==> src/rtl/sync_fifo_pkg.sv <==
// rtl/sync_fifo_pkg.sv - shared constants and parameter checks for sync_fifo_flags
package sync_fifo_pkg;

   localparam int MODE_STD  = 0;
   localparam int MODE_FWFT = 1;

   function automatic int addr_width(input int depth);
      return (depth <= 2) ? 1 : $clog2(depth);
   endfunction

   function automatic bit params_ok(input int data_width, input int depth, input int fwft,
                                    input int afull, input int aempty);
      return (data_width >= 1) && (depth >= 4) && ((depth & (depth - 1)) == 0) &&
             ((fwft == MODE_STD) || (fwft == MODE_FWFT)) &&
             (afull >= 1) && (afull <= depth) && (aempty >= 0) && (aempty <= depth - 1);
   endfunction

endpackage

==> src/rtl/fifo_ram_sdp.sv <==
// rtl/fifo_ram_sdp.sv - simple dual-port register array with synchronous read port
module fifo_ram_sdp
   import sync_fifo_pkg::*;
#(
   parameter int DATA_WIDTH = 8,
   parameter int DEPTH      = 16
) (
   input  logic                        clk,
   input  logic                        rst,
   input  logic                        i_we,
   input  logic [addr_width(DEPTH)-1:0] i_waddr,
   input  logic [DATA_WIDTH-1:0]       i_wdata,
   input  logic                        i_re,
   input  logic [addr_width(DEPTH)-1:0] i_raddr,
   output logic [DATA_WIDTH-1:0]       o_rdata
);

   logic [DATA_WIDTH-1:0] r_mem [DEPTH];
   logic [DATA_WIDTH-1:0] r_rdata;

   always_ff @(posedge clk) begin
      if (i_we) begin
         r_mem[i_waddr] <= i_wdata;
      end
   end

   // Same-address forwarding lets a write into an empty FIFO land in the read register at once.
   always_ff @(posedge clk) begin
      if (rst) begin
         r_rdata <= '0;
      end else if (i_re) begin
         r_rdata <= (i_we && (i_waddr == i_raddr)) ? i_wdata : r_mem[i_raddr];
      end
   end

   assign o_rdata = r_rdata;

endmodule

==> src/rtl/sync_fifo_flags.sv <==
// rtl/sync_fifo_flags.sv - single-clock FIFO with standard/FWFT read, count, level and error flags
module sync_fifo_flags
   import sync_fifo_pkg::*;
#(
   parameter int DATA_WIDTH    = 8,
   parameter int DEPTH         = 16,
   parameter int FWFT          = 0,
   parameter int AFULL_THRESH  = DEPTH - 2,
   parameter int AEMPTY_THRESH = 2
) (
   input  logic                      clk,
   input  logic                      rst,
   input  logic                      wr_en,
   input  logic [DATA_WIDTH-1:0]     din,
   input  logic                      rd_en,
   input  logic                      clr_err,
   output logic [DATA_WIDTH-1:0]     dout,
   output logic                      full,
   output logic                      empty,
   output logic                      almost_full,
   output logic                      almost_empty,
   output logic [addr_width(DEPTH):0] count,
   output logic                      overflow,
   output logic                      underflow
);

   localparam int ADDR_WIDTH = addr_width(DEPTH);
   localparam int CNT_WIDTH  = ADDR_WIDTH + 1;

   if (!params_ok(DATA_WIDTH, DEPTH, FWFT, AFULL_THRESH, AEMPTY_THRESH)) begin : g_param_check
      $error("sync_fifo_flags: illegal parameter combination");
   end

   logic [ADDR_WIDTH:0]   r_wr_ptr;
   logic [ADDR_WIDTH:0]   r_rd_ptr;
   logic [CNT_WIDTH-1:0]  r_count;
   logic                  r_valid;
   logic                  r_overflow;
   logic                  r_underflow;

   logic                  w_full;
   logic                  w_empty;
   logic                  w_mem_empty;
   logic                  w_wr_acc;
   logic                  w_rd_acc;
   logic                  w_load;

   assign w_full      = (r_count == CNT_WIDTH'(DEPTH));
   assign w_mem_empty = (r_wr_ptr == r_rd_ptr);
   assign w_empty     = (FWFT == MODE_FWFT) ? ~r_valid : (r_count == '0);
   assign w_wr_acc    = wr_en & ~w_full;
   assign w_rd_acc    = rd_en & ~w_empty;

   // FWFT keeps the head word in the output register: refill it whenever it is free or being popped.
   assign w_load = (FWFT == MODE_FWFT) ? ((~w_mem_empty | w_wr_acc) & (~r_valid | w_rd_acc))
                                       : w_rd_acc;

   always_ff @(posedge clk) begin
      if (rst) begin
         r_wr_ptr    <= '0;
         r_rd_ptr    <= '0;
         r_count     <= '0;
         r_valid     <= 1'b0;
         r_overflow  <= 1'b0;
         r_underflow <= 1'b0;
      end else begin
         if (w_wr_acc) begin
            r_wr_ptr <= r_wr_ptr + (ADDR_WIDTH+1)'(1);
         end
         if (w_load) begin
            r_rd_ptr <= r_rd_ptr + (ADDR_WIDTH+1)'(1);
         end
         r_count <= r_count + CNT_WIDTH'(w_wr_acc) - CNT_WIDTH'(w_rd_acc);
         if (w_load) begin
            r_valid <= 1'b1;
         end else if (w_rd_acc) begin
            r_valid <= 1'b0;
         end
         r_overflow  <= (wr_en & w_full) | (r_overflow & ~clr_err);
         r_underflow <= (rd_en & w_empty) | (r_underflow & ~clr_err);
      end
   end

   fifo_ram_sdp #(
      .DATA_WIDTH (DATA_WIDTH),
      .DEPTH      (DEPTH)
   ) u_ram (
      .clk     (clk),
      .rst     (rst),
      .i_we    (w_wr_acc & ~rst),
      .i_waddr (r_wr_ptr[ADDR_WIDTH-1:0]),
      .i_wdata (din),
      .i_re    (w_load),
      .i_raddr (r_rd_ptr[ADDR_WIDTH-1:0]),
      .o_rdata (dout)
   );

   assign full         = w_full;
   assign empty        = w_empty;
   assign count        = r_count;
   assign almost_full  = (r_count >= CNT_WIDTH'(AFULL_THRESH));
   assign almost_empty = (r_count <= CNT_WIDTH'(AEMPTY_THRESH));
   assign overflow     = r_overflow;
   assign underflow    = r_underflow;

endmodule

==> config.mk <==
export PLATFORM = sky130hd
export DESIGN_NAME = sync_fifo_flags
export DESIGN_NICKNAME = d
export VERILOG_FILES = /design/src/rtl/sync_fifo_pkg.sv /design/src/rtl/fifo_ram_sdp.sv /design/src/rtl/sync_fifo_flags.sv
export SDC_FILE = /design/constraint.sdc
export NUM_CORES = 1
export LEC_CHECK = 0
export BUFFER_PORTS_ARGS = -buffer_cell sky130_fd_sc_hd__buf_2
export CELL_PAD_IN_SITES_DETAIL_PLACEMENT = 0
export CELL_PAD_IN_SITES_GLOBAL_PLACEMENT = 1
export CORE_UTILIZATION = 50
export CTS_CLUSTER_SIZE = 25
export DETAILED_ROUTE_END_ITERATION = 10
export PLACE_DENSITY = 0.84
export SETUP_SLACK_MARGIN = 0.02
export SYNTH_ARGS = -nofsm -noshare
export SYNTH_HDL_FRONTEND = slang
export SYNTH_SLANG_ARGS = --single-unit
==> constraint.sdc <==
create_clock -name clk -period 4.5 [get_ports clk]
set_input_delay 0.225 -clock clk [delete_from_list [all_inputs] [get_ports clk]]
set_output_delay 0.225 -clock clk [all_outputs]
set_load 0.02 [all_outputs]
# ---- Word level (Yosys, flattened, before mapping)
# Memories as Yosys holds them, arrays and structs flattened. A register that Yosys moved wholly into a read port is not among the register bits.
# Cells that the tools add are included.
dict set report classes {
  addsub 4
  order_cmp 2
  n_eq_ne 1
  mux 2
  bitwise 13
  reduce_logical 1
}
# op n
set ops {}
lappend ops {{adder 5 x 1 -> 5 bit, second input constant} 2}
lappend ops {{bitwise AND 1 bit} 7}
lappend ops {{adder 5 x 1 -> 5 bit} 1}
lappend ops {{== test 5 bit, second input constant} 1}
lappend ops {{greater-or-equal comparator 5 x 4 -> 1 bit, second input constant} 1}
lappend ops {{less-or-equal comparator 5 x 2 -> 1 bit, second input constant} 1}
lappend ops {{zero test 5 bit} 1}
lappend ops {{subtractor 5 x 1 -> 5 bit} 1}
lappend ops {{NOT 1 bit} 4}
lappend ops {{2-to-1 mux 1 bit} 2}
lappend ops {{OR 1 bit} 2}
dict set report totals {
  register_bits 17
  ram_bits 128
  input_bits 13
  output_inout_bits 19
  memories 1
}
# name words word_bits read_ports rd_clocked_by_memory_dff wr line_no
set memory_table {}
lappend memory_table {u_ram.r_mem 16 8 1 1 1 fifo_ram_sdp.sv:18} ;# logic [DATA_WIDTH-1:0] r_mem [DEPTH];

# ---- Depth between registers and ports, before layout
dict set report logic_depth {
  word_depth 6
  ltp_mapped 15
}

# ---- Cells and area by module
# A second synthesis with hierarchy kept.
dict set report hier_totals {
  hier_cells 390
  area_unflattened_um2 6384.9
}
# mod instances cells_each area_each_um2 seq_area_each_um2
set modules_own_cells {}
lappend modules_own_cells {fifo_ram_sdp 1 293 5481.5 4003.8}
lappend modules_own_cells {sync_fifo_flags 1 97 903.4 300.3}

# ---- Least setup slack after synthesis
# OpenSTA, ideal clock, no wires.
dict set report synth_timing {
  path_type {reg-to-reg}
  startpoint {register r_count[2] (netlist: count[2])}
  endpoint {register r_count[4] (netlist: count[4])}
  t_arrival_ns 2.728
  slack_ns 1.644
  path_stages_with_launch 16
  synth_period_minus_slack_ns 2.856
  path_cell_list {dfxtp_1 > inv_1 > ha_1 > or4b_1 > buf_4 > nand2_2 > inv_1 > ha_1 > inv_1 > ha_1 > inv_1 > fa_1 > o21bai_1 > a21oi_1 > xnor2_1 > nor2_1}
}
dict set report synth_between {
  word_cells_on_any_way 8
  cone_classes {2 x add/sub; 1 x eq/ne; 4 x bitwise; 1 x reduce/logical}
}
# element line_no
set synth_lines {}
lappend synth_lines {{start, declared} sync_fifo_flags.sv:36} ;# logic [CNT_WIDTH-1:0] r_count;
lappend synth_lines {{start signal, assigned} sync_fifo_flags.sv:73} ;# r_count <= r_count + CNT_WIDTH'(w_wr_acc) - CNT_WIDTH'(w_rd_acc);
lappend synth_lines {{zero test 5 bit} sync_fifo_flags.sv:50} ;# assign w_empty = (FWFT == MODE_FWFT) ? ~r_valid : (r_count == '0);
lappend synth_lines {{NOT 1 bit} sync_fifo_flags.sv:52} ;# assign w_rd_acc = rd_en & ~w_empty;
lappend synth_lines {{bitwise AND 1 bit} sync_fifo_flags.sv:52}
lappend synth_lines {{via u_ram.i_re} fifo_ram_sdp.sv:13} ;# input logic i_re,
lappend synth_lines {{subtractor 5 x 1 -> 5 bit} sync_fifo_flags.sv:73}
# The timed path passes the listed nets, and every way through them passes these cells.
# A chain may end at the register's enable or synchronous reset.

# ---- Worst setup path after layout
# Ends and elaborated chain as after synthesis.

==> impl_metrics.json <==
{
  "tritoncts": "built",
  "slowest_stage": "or4b_1",
  "ios": 32,
  "maxSlewHeadroom_pct": 23.48,
  "hold_violations": 0,
  "initial_core_util_pct": 52.20,
  "via_count": 3548,
  "worst_slew_pin_slew_ns": 1.139,
  "peakVddDrop_mv": 0.2685,
  "overflow": 0,
  "fin_tns_setup_ns": 0,
  "crit_chain": "inv_1 -> ha_1 -> or4b_1 -> nand2_2 -> inv_1 -> ha_1 -> inv_1 -> ha_1 -> inv_1 -> fa_1 -> o21bai_1 -> a21oi_1 -> xnor2_1 -> nor2_1",
  "rows": 40,
  "end_kind": "flip-flop",
  "ff2ff_path_depth": 14,
  "intPower_w": 0.002784,
  "post-cts-setup-buffers": 0,
  "postPlaceCellArea_um2": 6668,
  "fin_util_pct": 58.77,
  "clk_latency_ns": 0.42,
  "p_per_area_nw_per_um2": 556.0,
  "h-tree-depth": 4,
  "finalSetupViolations": 0,
  "die_area_um2": 13260,
  "reg2reg_to": "count[4]",
  "ctsRootBufferMaster": "clkbuf_16",
  "synth_top_area_share_pct": 60.05,
  "route.detailed.drc": 0,
  "die_x_um": 115.1,
  "syn_inst": 406,
  "report.power.total_w": 0.004006,
  "worstSetupPathType": "flip-flop to flip-flop",
  "grtUsageTotal_pct": 21.25,
  "wire_per_inst_um": 20.73,
  "pwr-share-comb_pct": 24.8,
  "via_per_inst": 5.750,
  "skew_ns": 0.006211,
  "clockBufferDepth": 2,
  "synth_enable_flop_cells": 128,
  "antenna_found_initial": 0,
  "min_from": "clr_err",
  "drt_pass1_iterations": 5,
  "synth.area.top_cells": "edfxtp_1 (60%), dfxtp_1 (7.2%), mux4_2 (7.0%)",
  "regToRegStartpoint": "count[2]",
  "cpLargestDelayFamily": "adder cells",
  "ys_seq_elements": 151,
  "slowest_delay_ns": 0.67,
  "rsz0062_at_grt": "no",
  "fin_crit_sh_pct": 70.24,
  "max-cap-violations": 0,
  "avgSynthCellArea_um2": 15.77,
  "portBuffers": 31,
  "postRouteAntennaNets": 0,
  "reg2reg_slack_ns": 1.34,
  "place_hpwl_um": 8270,
  "cp-startpoint": "count[2]",
  "syn_area_um2": 6401,
  "p_sw_w": 0.001222,
  "dpl_worst_slack_ns": 1.343,
  "worstPathArrival_ns": 3.45,
  "synthArstFlopShare_pct": 0,
  "grt_start_max_net_pins": 38,
  "crit_end": "count[4]",
  "start_kind": "flip-flop",
  "fill_cells": 928,
  "hold_path_class": "input pin to flip-flop",
  "leakage_nw": 2.387,
  "drive_gt1_share_pct": 21.38,
  "fmax_ghz": 0.3164,
  "crit_buf_inv": 4,
  "yosysSeqAreaShare_pct": 67.24,
  "status": "complete, no violations",
  "drt-total-wl_um": 12790,
  "cp.depth": 14,
  "cts-resized-gates": 0,
  "design_area_um2": 7206,
  "cts.clk_slew.worst_paths_ns": 0.06,
  "synth_warnings": 0,
  "synth.distinct_cells": 45,
  "die_h_um": 115.1,
  "setup_ws_ns": 1.339,
  "nets": 465,
  "finalCriticalPeriod_ns": 3.161,
  "core_area_um2": 12260,
  "drv_slew": 0,
  "hold_buffers": 0,
  "synth_top_area_cell": "edfxtp_1",
  "crit_top_cell": "inv_1",
  "antenna_cells": 0,
  "p_seq_share_pct": 42.9,
  "grt_pass1_vias": 3449,
  "drtIter0Drc": 349,
  "synth_fp_nets": 435,
  "area_growth_pct": 12.57,
  "crit_required_ns": 4.79,
  "gp_congestion": 0.7992,
  "critical_path.max_fanout": 9,
  "clock-sinks": 151,
  "clkPwrFrac_pct": 32.3,
  "grt_pass1_wl_um": 19780,
  "switching_share_pct": 30.51,
  "synth_flop_cell": "edfxtp_1",
  "cts_made_buffers": 17
}
cells in the mapped netlist (all sizes together) (5+ instances only):
cell,number
dfxtp,23
o221ai,6
a211oi,7
a2111oi,8
nor4,8
o21ai,7
nor2b,24
nand2,14
edfxtp,128
nand3,6
xnor2,10
o221a,7
nor3,5
inv,16
buf,12
clkbuf,11
a21oi,12
ha,15
mux2i,7
nor2,32
mux4,25
cells in the final DEF (no fill, tap or decap), types with 7 or more instances in the layout:
cell	count
edfxtp_1	128
nor2_1	32
buf_2	31
nor2b_1	24
dfxtp_1	21
mux4_2	20
clkbuf_16	17
inv_1	15
ha_1	15
nand2_1	13
a21oi_1	12
xnor2_1	10
nor4_1	8
a2111oi_0	7
a211oi_1	7
mux2i_1	7
o21ai_0	7
o221a_2	7
worst register-to-register path: stages (launching register included):
cell,delay [ns]
dfxtp_1,0.33
inv_1,0.11
ha_1,0.22
or4b_1,0.67
nand2_2,0.22
inv_1,0.12
ha_1,0.29
inv_1,0.06
ha_1,0.16
inv_1,0.06
fa_1,0.39
o21bai_1,0.14
a21oi_1,0.10
xnor2_1,0.13
nor2_1,0.06
power by group through the flow:
stage	combinational, W	sequential [W]	clock (W)
floorplan	0.000766	0.00173	0
global placement	0.000976	0.00175	0
detailed placement	0.000991	0.00175	0
CTS	0.00100	0.00172	0.00131
global route	0.00109	0.00174	0.00136
finish	0.000994	0.00172	0.00129
layout make-up:
cell class                 count  area, µm²  area share, %
clock inverter                14      108.9          1.511
inverter                      16      62.56         0.8682
multi-input combinational    216       1911          26.51
clock buffer                  18      429.2          5.956
timing repair buffer          34      177.7          2.466
sequential                   151       4307          59.77
tap                          168      210.2          2.917
per-stage QoR:
step,hold WS [ns],std cells
floorplan,0.3048,406
global placement,0.5376,585
detailed placement,0.5420,585
CTS,0.1236,617
global route,0.1378,617
finish,0.1303,617
sequential cells by signal, summed over array words and instances (netlist names):
name and cells:
u_ram.r_mem 128, u_ram.o_rdata 8, count 5, r_rd_ptr 4
r_wr_ptr 4, overflow 1, underflow 1
cells by family (layout without fill, tap and decap cells):
kind of cell,Yosys count,after routing,share of synthesized area [%]
AND/OR/NAND/NOR,100,100,8.054
AO/OA/AOI/OAI,54,54,6.411
XOR/XNOR,13,13,1.779
buffers and inverters,39,82,2.912
multiplexers,33,33,10.36
adder cells (fa/ha/maj),16,16,3.245
flip-flops,151,151,67.24
routing by layer:
metal,vias to the layer above,wire (µm),part of all wire [%],track usage (%)
met2,117,5967,47,33.25
li1,1643,-,-,-
met1,1768,5815,45,29.19
met3,20,700,5.5,4.428
met5,-,0,0,0
met4,0,306,2.4,8.918
how the worst min path moves through the flow:
stage	endpoint	slack (ns)	depth (start not counted)
after detailed placement	r_wr_ptr[1]	0.54	2
after CTS	underflow	0.12	4
after global placement	r_wr_ptr[1]	0.54	2
final	underflow	0.13	4
after floorplan	u_ram.o_rdata[1]	0.30	1
after global routing	r_wr_ptr[1]	0.14	3
No activity file was read; power rests on OpenSTA's default activity.
